===== src/rtl/spi_slave_mode_pkg.sv =====
// Shared types and helpers for the SPI slave: FSM state encoding and
// the CPOL/CPHA to sample-edge mapping.
package spi_slave_mode_pkg;

  typedef enum logic [1:0] {
    IDLE  = 2'd0,
    LOAD  = 2'd1,
    SHIFT = 2'd2
  } spi_state_e;

  // Modes 0 and 3 sample on the rising SCLK edge, modes 1 and 2 on the falling edge.
  function automatic bit sample_on_rise(input int cpol, input int cpha);
    return (cpol != 0) == (cpha != 0);
  endfunction

endpackage


===== src/rtl/spi_slave_mode_sync_edge.sv =====
// Multi-flop synchroniser for one asynchronous pin with rise/fall pulses
// on the synchronised level. Resets to the pin's idle level so no edge is seen at reset.
module spi_sync_edge
  import spi_slave_mode_pkg::*;
#(
  parameter int SYNC_STAGES = 2,
  parameter bit IDLE_VAL    = 1'b0
) (
  input  logic clk,
  input  logic rst_n,
  input  logic d,
  output logic q,
  output logic rise,
  output logic fall
);

  logic [SYNC_STAGES-1:0] sync;
  logic                   prev;

  always_ff @(posedge clk or negedge rst_n) begin
    if (!rst_n) begin
      sync <= {SYNC_STAGES{IDLE_VAL}};
      prev <= IDLE_VAL;
    end else begin
      sync <= {sync[SYNC_STAGES-2:0], d};
      prev <= sync[SYNC_STAGES-1];
    end
  end

  assign q    = sync[SYNC_STAGES-1];
  assign rise = q & ~prev;
  assign fall = ~q & prev;

endmodule


===== src/rtl/spi_slave_mode.sv =====
// SPI slave for all four CPOL/CPHA modes with a one-word TX holding register,
// RX word strobe, underrun and truncated-frame reporting, all in the clk domain.
module spi_slave_mode
  import spi_slave_mode_pkg::*;
#(
  parameter int DATA_W      = 8,
  parameter int CPOL        = 0,
  parameter int CPHA        = 0,
  parameter int MSB_FIRST   = 1,
  parameter int SYNC_STAGES = 2
) (
  input  logic              clk,
  input  logic              rst_n,
  input  logic              sclk,
  input  logic              mosi,
  input  logic              ss_n,
  output logic              miso,
  output logic              miso_oe,
  input  logic [DATA_W-1:0] tx_data,
  input  logic              tx_valid,
  output logic              tx_ready,
  output logic [DATA_W-1:0] rx_data,
  output logic              rx_valid,
  output logic              tx_underrun,
  output logic              frame_err,
  output logic              busy
);

  localparam bit                SAMPLE_RISE = sample_on_rise(CPOL, CPHA);
  localparam int                CNT_W       = $clog2(DATA_W);
  localparam logic [CNT_W-1:0]  LAST_BIT    = CNT_W'(DATA_W - 1);

  spi_state_e              state;
  logic [CNT_W-1:0]        bit_cnt;
  logic [DATA_W-1:0]       hold_data;
  logic [DATA_W-1:0]       tx_shift;
  logic [DATA_W-1:0]       rx_shift;
  logic [SYNC_STAGES-1:0]  mosi_sync;

  logic sclk_q, sclk_rise, sclk_fall;
  logic ss_q, ss_rise, ss_fall;
  logic mosi_q;

  logic              ss_active, sclk_edge, sample_edge, shift_edge, last_bit;
  logic              do_load, capture;
  logic [DATA_W-1:0] load_word, load_shift, rx_next;

  function automatic logic first_bit(input logic [DATA_W-1:0] w);
    return (MSB_FIRST != 0) ? w[DATA_W-1] : w[0];
  endfunction

  function automatic logic [DATA_W-1:0] shift_out(input logic [DATA_W-1:0] w);
    return (MSB_FIRST != 0) ? {w[DATA_W-2:0], 1'b0} : {1'b0, w[DATA_W-1:1]};
  endfunction

  spi_sync_edge #(
    .SYNC_STAGES(SYNC_STAGES),
    .IDLE_VAL   (CPOL != 0)
  ) u_sclk_sync (
    .clk  (clk),
    .rst_n(rst_n),
    .d    (sclk),
    .q    (sclk_q),
    .rise (sclk_rise),
    .fall (sclk_fall)
  );

  spi_sync_edge #(
    .SYNC_STAGES(SYNC_STAGES),
    .IDLE_VAL   (1'b1)
  ) u_ss_sync (
    .clk  (clk),
    .rst_n(rst_n),
    .d    (ss_n),
    .q    (ss_q),
    .rise (ss_rise),
    .fall (ss_fall)
  );

  // mosi goes through the same depth as sclk so the sampled bit lines up with the edge.
  assign mosi_q = mosi_sync[SYNC_STAGES-1];

  always_comb begin
    ss_active   = ~ss_q;
    sclk_edge   = ss_active & (sclk_rise | sclk_fall);
    sample_edge = sclk_edge & (sclk_q == SAMPLE_RISE);
    shift_edge  = sclk_edge & (sclk_q != SAMPLE_RISE);
    last_bit    = (bit_cnt == LAST_BIT);
    do_load     = !ss_rise && ((state == LOAD) ||
                               ((state == SHIFT) && sample_edge && last_bit));
    load_word   = tx_ready ? '0 : hold_data;
    load_shift  = (CPHA == 0) ? shift_out(load_word) : load_word;
    capture     = tx_valid & tx_ready;
    rx_next     = (MSB_FIRST != 0) ? {rx_shift[DATA_W-2:0], mosi_q}
                                   : {mosi_q, rx_shift[DATA_W-1:1]};
  end

  // TX handshake: a word moves into the holding register on any cycle where
  // tx_valid && tx_ready; tx_ready is 1 exactly when the holding register is empty.
  always_ff @(posedge clk or negedge rst_n) begin
    if (!rst_n) begin
      state       <= IDLE;
      bit_cnt     <= '0;
      hold_data   <= '0;
      tx_shift    <= '0;
      rx_shift    <= '0;
      mosi_sync   <= '0;
      miso        <= 1'b0;
      miso_oe     <= 1'b0;
      busy        <= 1'b0;
      tx_ready    <= 1'b1;
      rx_data     <= '0;
      rx_valid    <= 1'b0;
      tx_underrun <= 1'b0;
      frame_err   <= 1'b0;
    end else begin
      mosi_sync   <= {mosi_sync[SYNC_STAGES-2:0], mosi};
      rx_valid    <= 1'b0;
      tx_underrun <= 1'b0;
      frame_err   <= 1'b0;

      // A load in the same cycle as a capture takes the old contents; the new word stays held.
      if (capture) begin
        hold_data <= tx_data;
        tx_ready  <= 1'b0;
      end else if (do_load) begin
        tx_ready  <= 1'b1;
      end
      if (do_load) begin
        tx_underrun <= tx_ready;
      end

      if (ss_rise) begin
        state     <= IDLE;
        busy      <= 1'b0;
        miso_oe   <= 1'b0;
        miso      <= 1'b0;
        bit_cnt   <= '0;
        rx_shift  <= '0;
        frame_err <= (state == SHIFT) && (bit_cnt != '0);
      end else begin
        case (state)
          IDLE: begin
            if (ss_fall) begin
              state   <= LOAD;
              busy    <= 1'b1;
              miso_oe <= 1'b1;
            end
          end
          LOAD: begin
            state    <= SHIFT;
            tx_shift <= load_shift;
            if (CPHA == 0) begin
              miso <= first_bit(load_word);
            end
          end
          SHIFT: begin
            if (sample_edge) begin
              if (last_bit) begin
                rx_data  <= rx_next;
                rx_valid <= 1'b1;
                bit_cnt  <= '0;
                rx_shift <= '0;
                tx_shift <= load_shift;
                if (CPHA == 0) begin
                  miso <= first_bit(load_word);
                end
              end else begin
                rx_shift <= rx_next;
                bit_cnt  <= bit_cnt + 1'b1;
              end
            end else if (shift_edge && !((CPHA == 0) && (bit_cnt == '0))) begin
              // In CPHA=0 the trailing edge after the last bit is skipped: bit 0 is already out.
              miso     <= first_bit(tx_shift);
              tx_shift <= shift_out(tx_shift);
            end
          end
          default: state <= IDLE;
        endcase
      end
    end
  end

endmodule


===== config.mk =====
export PLATFORM = sky130hd
export DESIGN_NAME = spi_slave_mode
export DESIGN_NICKNAME = d
export VERILOG_FILES = /design/src/rtl/spi_slave_mode_pkg.sv /design/src/rtl/spi_slave_mode_sync_edge.sv /design/src/rtl/spi_slave_mode.sv
export SDC_FILE = /design/constraint.sdc
export NUM_CORES = 1
export LEC_CHECK = 0
export CORE_MARGIN = 3
export CORE_UTILIZATION = 58
export DETAILED_ROUTE_END_ITERATION = 7
export PLACE_DENSITY = 0.84
export SYNTH_ARGS = -nofsm -noshare
export SYNTH_HDL_FRONTEND = slang
export SYNTH_SLANG_ARGS = --single-unit

===== constraint.sdc =====
create_clock -name clk -period 5.5 [get_ports clk]
set_input_delay 1.1 -clock clk [delete_from_list [all_inputs] [get_ports clk]]
set_output_delay 1.1 -clock clk [all_outputs]
set_load 0.01 [all_outputs]

# ---- Word-level counts from Yosys, hierarchy flattened
# Index checks and enable logic that the tools add are counted.
dict set report word_totals {
  ff_bits 50
  in_bits 14
  out_inout_bits 15
  wordCells 97
}
dict set report op_classes {
  add_sub_neg 1
  n_eq_ne 9
  mux 32
  n_bitwise 14
  reduce_logical 24
}
# operator count
set op_table {}
lappend op_table {{$mux 8} 4}
lappend op_table {{$mux 7} 4}
lappend op_table {{$pmux 8 s2} 1}
lappend op_table {{$mux 1} 15}
lappend op_table {{$mux 3} 4}
lappend op_table {{$reduce_bool 2->1} 6}
lappend op_table {{$and 1x1->1} 8}
lappend op_table {{$reduce_and 4->1} 2}
lappend op_table {{$ne 3x3->1 const B} 2}
lappend op_table {{$pmux 2 s3} 1}
lappend op_table {{$reduce_and 2->1} 3}
lappend op_table {{$reduce_bool 3->1} 2}
lappend op_table {{$logic_and 1x1->1} 5}
lappend op_table {{$not 1->1} 5}
lappend op_table {{$mux 2} 2}
lappend op_table {{$ne 4x3->1 const B} 1}
lappend op_table {{$ne 4x4->1 const B} 1}
lappend op_table {{$add 3x1->3 const B} 1}
lappend op_table {{$eq 3x3->1 const B} 1}
lappend op_table {{$logic_not 3->1} 1}
lappend op_table {{$ne 3x2->1 const B} 1}
lappend op_table {{$reduce_and 3->1} 1}
lappend op_table {{$eq 2x1->1 const B} 1}
lappend op_table {{$eq 2x2->1 const B} 1}
lappend op_table {{other kinds (6)} 7}

# ---- Depth between registers and ports, before layout
dict set report depth {
  word_depth 11
  ltp_mapped 7
  mapped_depth_nobuf 6
}

# ---- Modules after synthesis
# A second synthesis with hierarchy kept.
dict set report unflattened {
  hier_cells 138
  hier_area_um2 2063.2
}
# mod instances cells_each area_each_um2 seq_area_each_um2
set modules_own_cells {}
lappend modules_own_cells {spi_slave_mode 1 128 1879.3 1077.3}
lappend modules_own_cells {{spi_sync_edge (u_ss_sync)} 1 5 93.8 78.8}
lappend modules_own_cells {{spi_sync_edge (u_sclk_sync)} 1 5 90.1 75.1}

# ---- Worst setup path after synthesis
# No wires, ideal clock.
dict set report synth_timing {
  path_type {register to register}
  from {register bit_cnt[0]}
  to {register tx_shift[1]}
  setup_time_ns 0.125
  arrival_ns 1.749
  required_ns 5.375
  setup_slack_ns 3.626
  stages_incl_launch_ff 8
  n_path_buf 1
  period_less_slack_ns 1.874
  cell_sequence {dfrtp_1 > ha_1 > ha_1 > and3b_1 > a31oi_1 > o31a_2 > buf_6 > mux2_4}
}
dict set report synth_between {
  elab_chain_cells 5
  word_cells_on_any_way 7
  classes_between {eq/ne (3); reduce/logical (4)}
}
# item line_no
set synth_rtl {}
lappend synth_rtl {{start, declared} spi_slave_mode.sv:34} ;# logic [CNT_W-1:0] bit_cnt;
lappend synth_rtl {{start signal, assigned} spi_slave_mode.sv:170} ;# bit_cnt <= bit_cnt + 1'b1;
lappend synth_rtl {{$logic_not 3->1} spi_slave_mode.sv:172} ;# end else if (shift_edge && !((CPHA == 0) && (bit_cnt == '0))) begin
lappend synth_rtl {{$logic_not 1->1} spi_slave_mode.sv:172}
lappend synth_rtl {{$logic_and 1x1->1} spi_slave_mode.sv:172}
lappend synth_rtl {{$ne 3x2->1 (no line)} -}
lappend synth_rtl {{$reduce_and 4->1 (no line) (*)} -}
lappend synth_rtl {{end signal, assigned} spi_slave_mode.sv:152} ;# tx_shift <= load_shift;
lappend synth_rtl {{end signal, assigned} spi_slave_mode.sv:164} ;# tx_shift <= load_shift;
lappend synth_rtl {{end signal, assigned} spi_slave_mode.sv:175} ;# tx_shift <= shift_out(tx_shift);
lappend synth_rtl {{end, declared} spi_slave_mode.sv:36} ;# logic [DATA_W-1:0] tx_shift;
# Mark *: on every way between the ends. The rest lies on a longest branch, timed or not.
# A chain may end at the register's enable or synchronous reset.

# ---- Final worst setup path
dict set report layout_timing {
  from {register tx_ready}
  to {output port tx_ready}
}
# item line_no
set layout_lines {}
lappend layout_lines {{start, declared} spi_slave_mode.sv:21} ;# output logic tx_ready,
lappend layout_lines {{start signal, assigned} spi_slave_mode.sv:111} ;# tx_ready <= 1'b1;
lappend layout_lines {{start signal, assigned} spi_slave_mode.sv:125} ;# tx_ready <= 1'b0;
lappend layout_lines {{start signal, assigned} spi_slave_mode.sv:127} ;# tx_ready <= 1'b1;
# No word-level cell between the ends.

==> out/metrics.yaml <==
timing.final.ws_setup_ps: 2800
yosysUniqueCellTypes: 40
clock_sinks: 49
fin_skew_ps: 16.0
pwr-share-clk_pct: 18.0
drtAntennaViolNets: 0
swShare_pct: 27.9
drt_pre_antenna_iters: 4
yosys_warnings: 0
cp.required_ps: 4400
synth.avg_cell_area_um2: 14.6
overflow: 0
synth_top_family_by_area: "multiplexers"
grt_usage_pct: 18.2
numCtsBuffers: 5
crit_chain: "clkdlybuf4s50_1"
crit_path_start_kind: "flip-flop"
ir_drop_mv: 0.294
pwr-share-seq_pct: 52.1
yosysSeqAreaShare_pct: 58.6
worst_setup_path_end_kind: "primary output"
drive_above_1_share_pct: 35.1
min_period_ps: 2700
areaGrowthSynthToFinish_pct: 16.2
drt_wl_total_um: 3410
finalSetupViolations: 0
ys.flop_type: "dfrtp_1"
fin_crit_sh_pct: 49.1
p_per_area_nw_per_um2: 384
dp.final_hpwl_um: 2400
nNetsFinal: 191
seq_area_um2: 1230
grt_pass1_vias: 1252
maxSlewHeadroom_pct: 31.7
fillCellCount: 250
initial_core_util_pct: 61.5
cts_buffer_depth: 2
core.rowCount: 21
grt_pass1_wl_um: 5910
path_max_fanout: 12
cts_resized: 0
drtIter0Drc: 52
dieArea_um2: 4380
htreeDepth: 2
hold_class: "flip-flop to flip-flop"
crit_path_max_incr_delay_ps: 670
crit_type: "flip-flop to primary output"
drcViolationCount: 0
rsz0062_at_grt: "no"
path_clk_slew_ps: 130
clk_latency_ps: 370
muxShareOfSynthArea_pct: 19.0
synth_fa_ha_area_share_pct: 2.38
maxCapViolCount: 0
wl_per_cell_um: 15.5
place_congestion: 0.757
grt_max_degree: 50
finalSetupTns_ps: 0
cts_setup_buffers: 0
async_flop_share_pct: 100
drv_slew: 0
antenna_found_initial: 0
p_int_uw: 677
cp_slowest_cell: "dfstp_2"
coreArea_um2: 3420
dp_slack_ps: 3190
synth-compound-area-share_pct: 6.73
diodes: 0
cts_root_buf: "clkbuf_4"
power_switching_uw: 262
tightestPinTransition_ps: 1020
io_pins: 29
postCtsHoldBufs: 0
die_h_um: 66.2
multi_input_area_um2: 796
port_buffers: 28
vias: 1192
ys_ff_latch: 49
final_hold_viol_count: 0
synth_cells: 144
viasPerCell: 5.42
syn_area_um2: 2100
tritoncts: "done"
crit_family: "flip-flops"
status: "complete, no violations"
synth-simple-area-share_pct: 9.77
leakage_nw: 1.15
syn_nets: 162
synth_edf_count: 0
crit_arrival_ps: 1600
die_x_um: 66.2
fmaxAchievable_mhz: 370
crit_buf_inv: 1
pwr-share-comb_pct: 29.8
synth_xor_area_share_pct: 0
-- final cells by class --
type / instances / area share, %
inverter: 6 / 0.923
clock buffer: 8 / 2.41
sequential: 49 / 50.4
timing repair buffer: 28 / 11.3
multi-input combinational: 83 / 32.6
tap: 46 / 2.36
-- sequential cells by signal, indices dropped and copies added, names as in the netlist, 2 cells and up --
signal            flops
bit_cnt               3
hold_data             8
mosi_sync             2
rx_data               8
rx_shift              7
state                 2
tx_shift              7
u_sclk_sync.sync      2
u_ss_sync.sync        2
-- cell usage after synthesis (2+ instances only) --
cell type  number  area (um2)
mux2_4          8         120
mux2i_1         2        20.0
nor2_1          3        11.3
a22o_2          8        80.1
nand2b_1        2        12.5
dfstp_2         4         105
inv_1           5        18.8
buf_6           2        22.5
nor3_1          2        10.0
clkbuf_1        2        7.51
dfrtp_1        45        1130
ha_1            4        50.1
a21oi_1         2        10.0
mux2_2         23         259
nor2b_1         7        43.8
-- layer usage --
| layer | track usage, % | routed length (um) | vias to the layer above |
|---|---|---|---|
| li1 | - | - | 557 |
| met1 | 24.8 | 1570 | 600 |
| met2 | 27.3 | 1620 | 28 |
| met3 | 6.29 | 165 | 7 |
| met4 | 6.09 | 57 | 0 |
| met5 | 0 | 0 | - |
-- cells in the final DEF, fill, tap and decap left out, drive strengths merged, types with 3 or more instances in the layout --
master / n
dfrtp: 45
nor2b: 8
inv: 6
ha: 4
clkbuf: 8
clkdlybuf4s50: 27
dfstp: 4
a22o: 8
nor2: 3
mux2: 31
nor3: 3
-- kinds of logic after synthesis --
group | after synthesis
multiplexers | 33
buffers and inverters | 12
AO/OA/AOI/OAI | 17
adder cells (fa/ha/maj) | 4
AND/OR/NAND/NOR | 29
flip-flops | 49
-- stage by stage --
| step | area (um2) | instances | hold slack (ps) | total power, mW | utilization [%] |
|---|---|---|---|---|---|
| floorplan | 2100 | 144 | 331 | 0.700 | - |
| global placement | 2380 | 212 | 339 | 0.758 | 69.7 |
| detailed placement | 2380 | 212 | 343 | 0.778 | 69.7 |
| CTS | 2440 | 220 | 369 | 0.946 | 71.5 |
| global route | 2440 | 220 | 386 | 0.995 | 71.5 |
| finish | 2440 | 220 | 369 | 0.938 | 71.5 |
-- path summary, 6_finish.rpt --
kind	from	to	slack, ps	depth (start not counted)
max in group asynchronous	rst_n	tx_shift[4]	3980	1
min in group asynchronous	rst_n	bit_cnt[1]	890	1
hold / removal	u_sclk_sync.sync[0]	u_sclk_sync.sync[1]	370	0
setup / recovery	tx_ready	tx_ready	2800	1
setup reg to reg	bit_cnt[0]	tx_shift[7]	3390	6
hold reg to reg	u_sclk_sync.sync[0]	u_sclk_sync.sync[1]	370	0
-- power by group through the flow --
| stage | Combinational [mW] | Sequential (mW) | Clock, mW |
|---|---|---|---|
| 2_1_floorplan | 0.223 | 0.477 | 0 |
| 3_3_place_gp | 0.268 | 0.490 | 0 |
| 3_5_place_dp | 0.283 | 0.495 | 0 |
| 4_1_cts | 0.284 | 0.489 | 0.174 |
| 5_1_grt | 0.307 | 0.499 | 0.188 |
| 6_report | 0.280 | 0.489 | 0.169 |
Note: power is estimated with default switching activity, not from simulation.
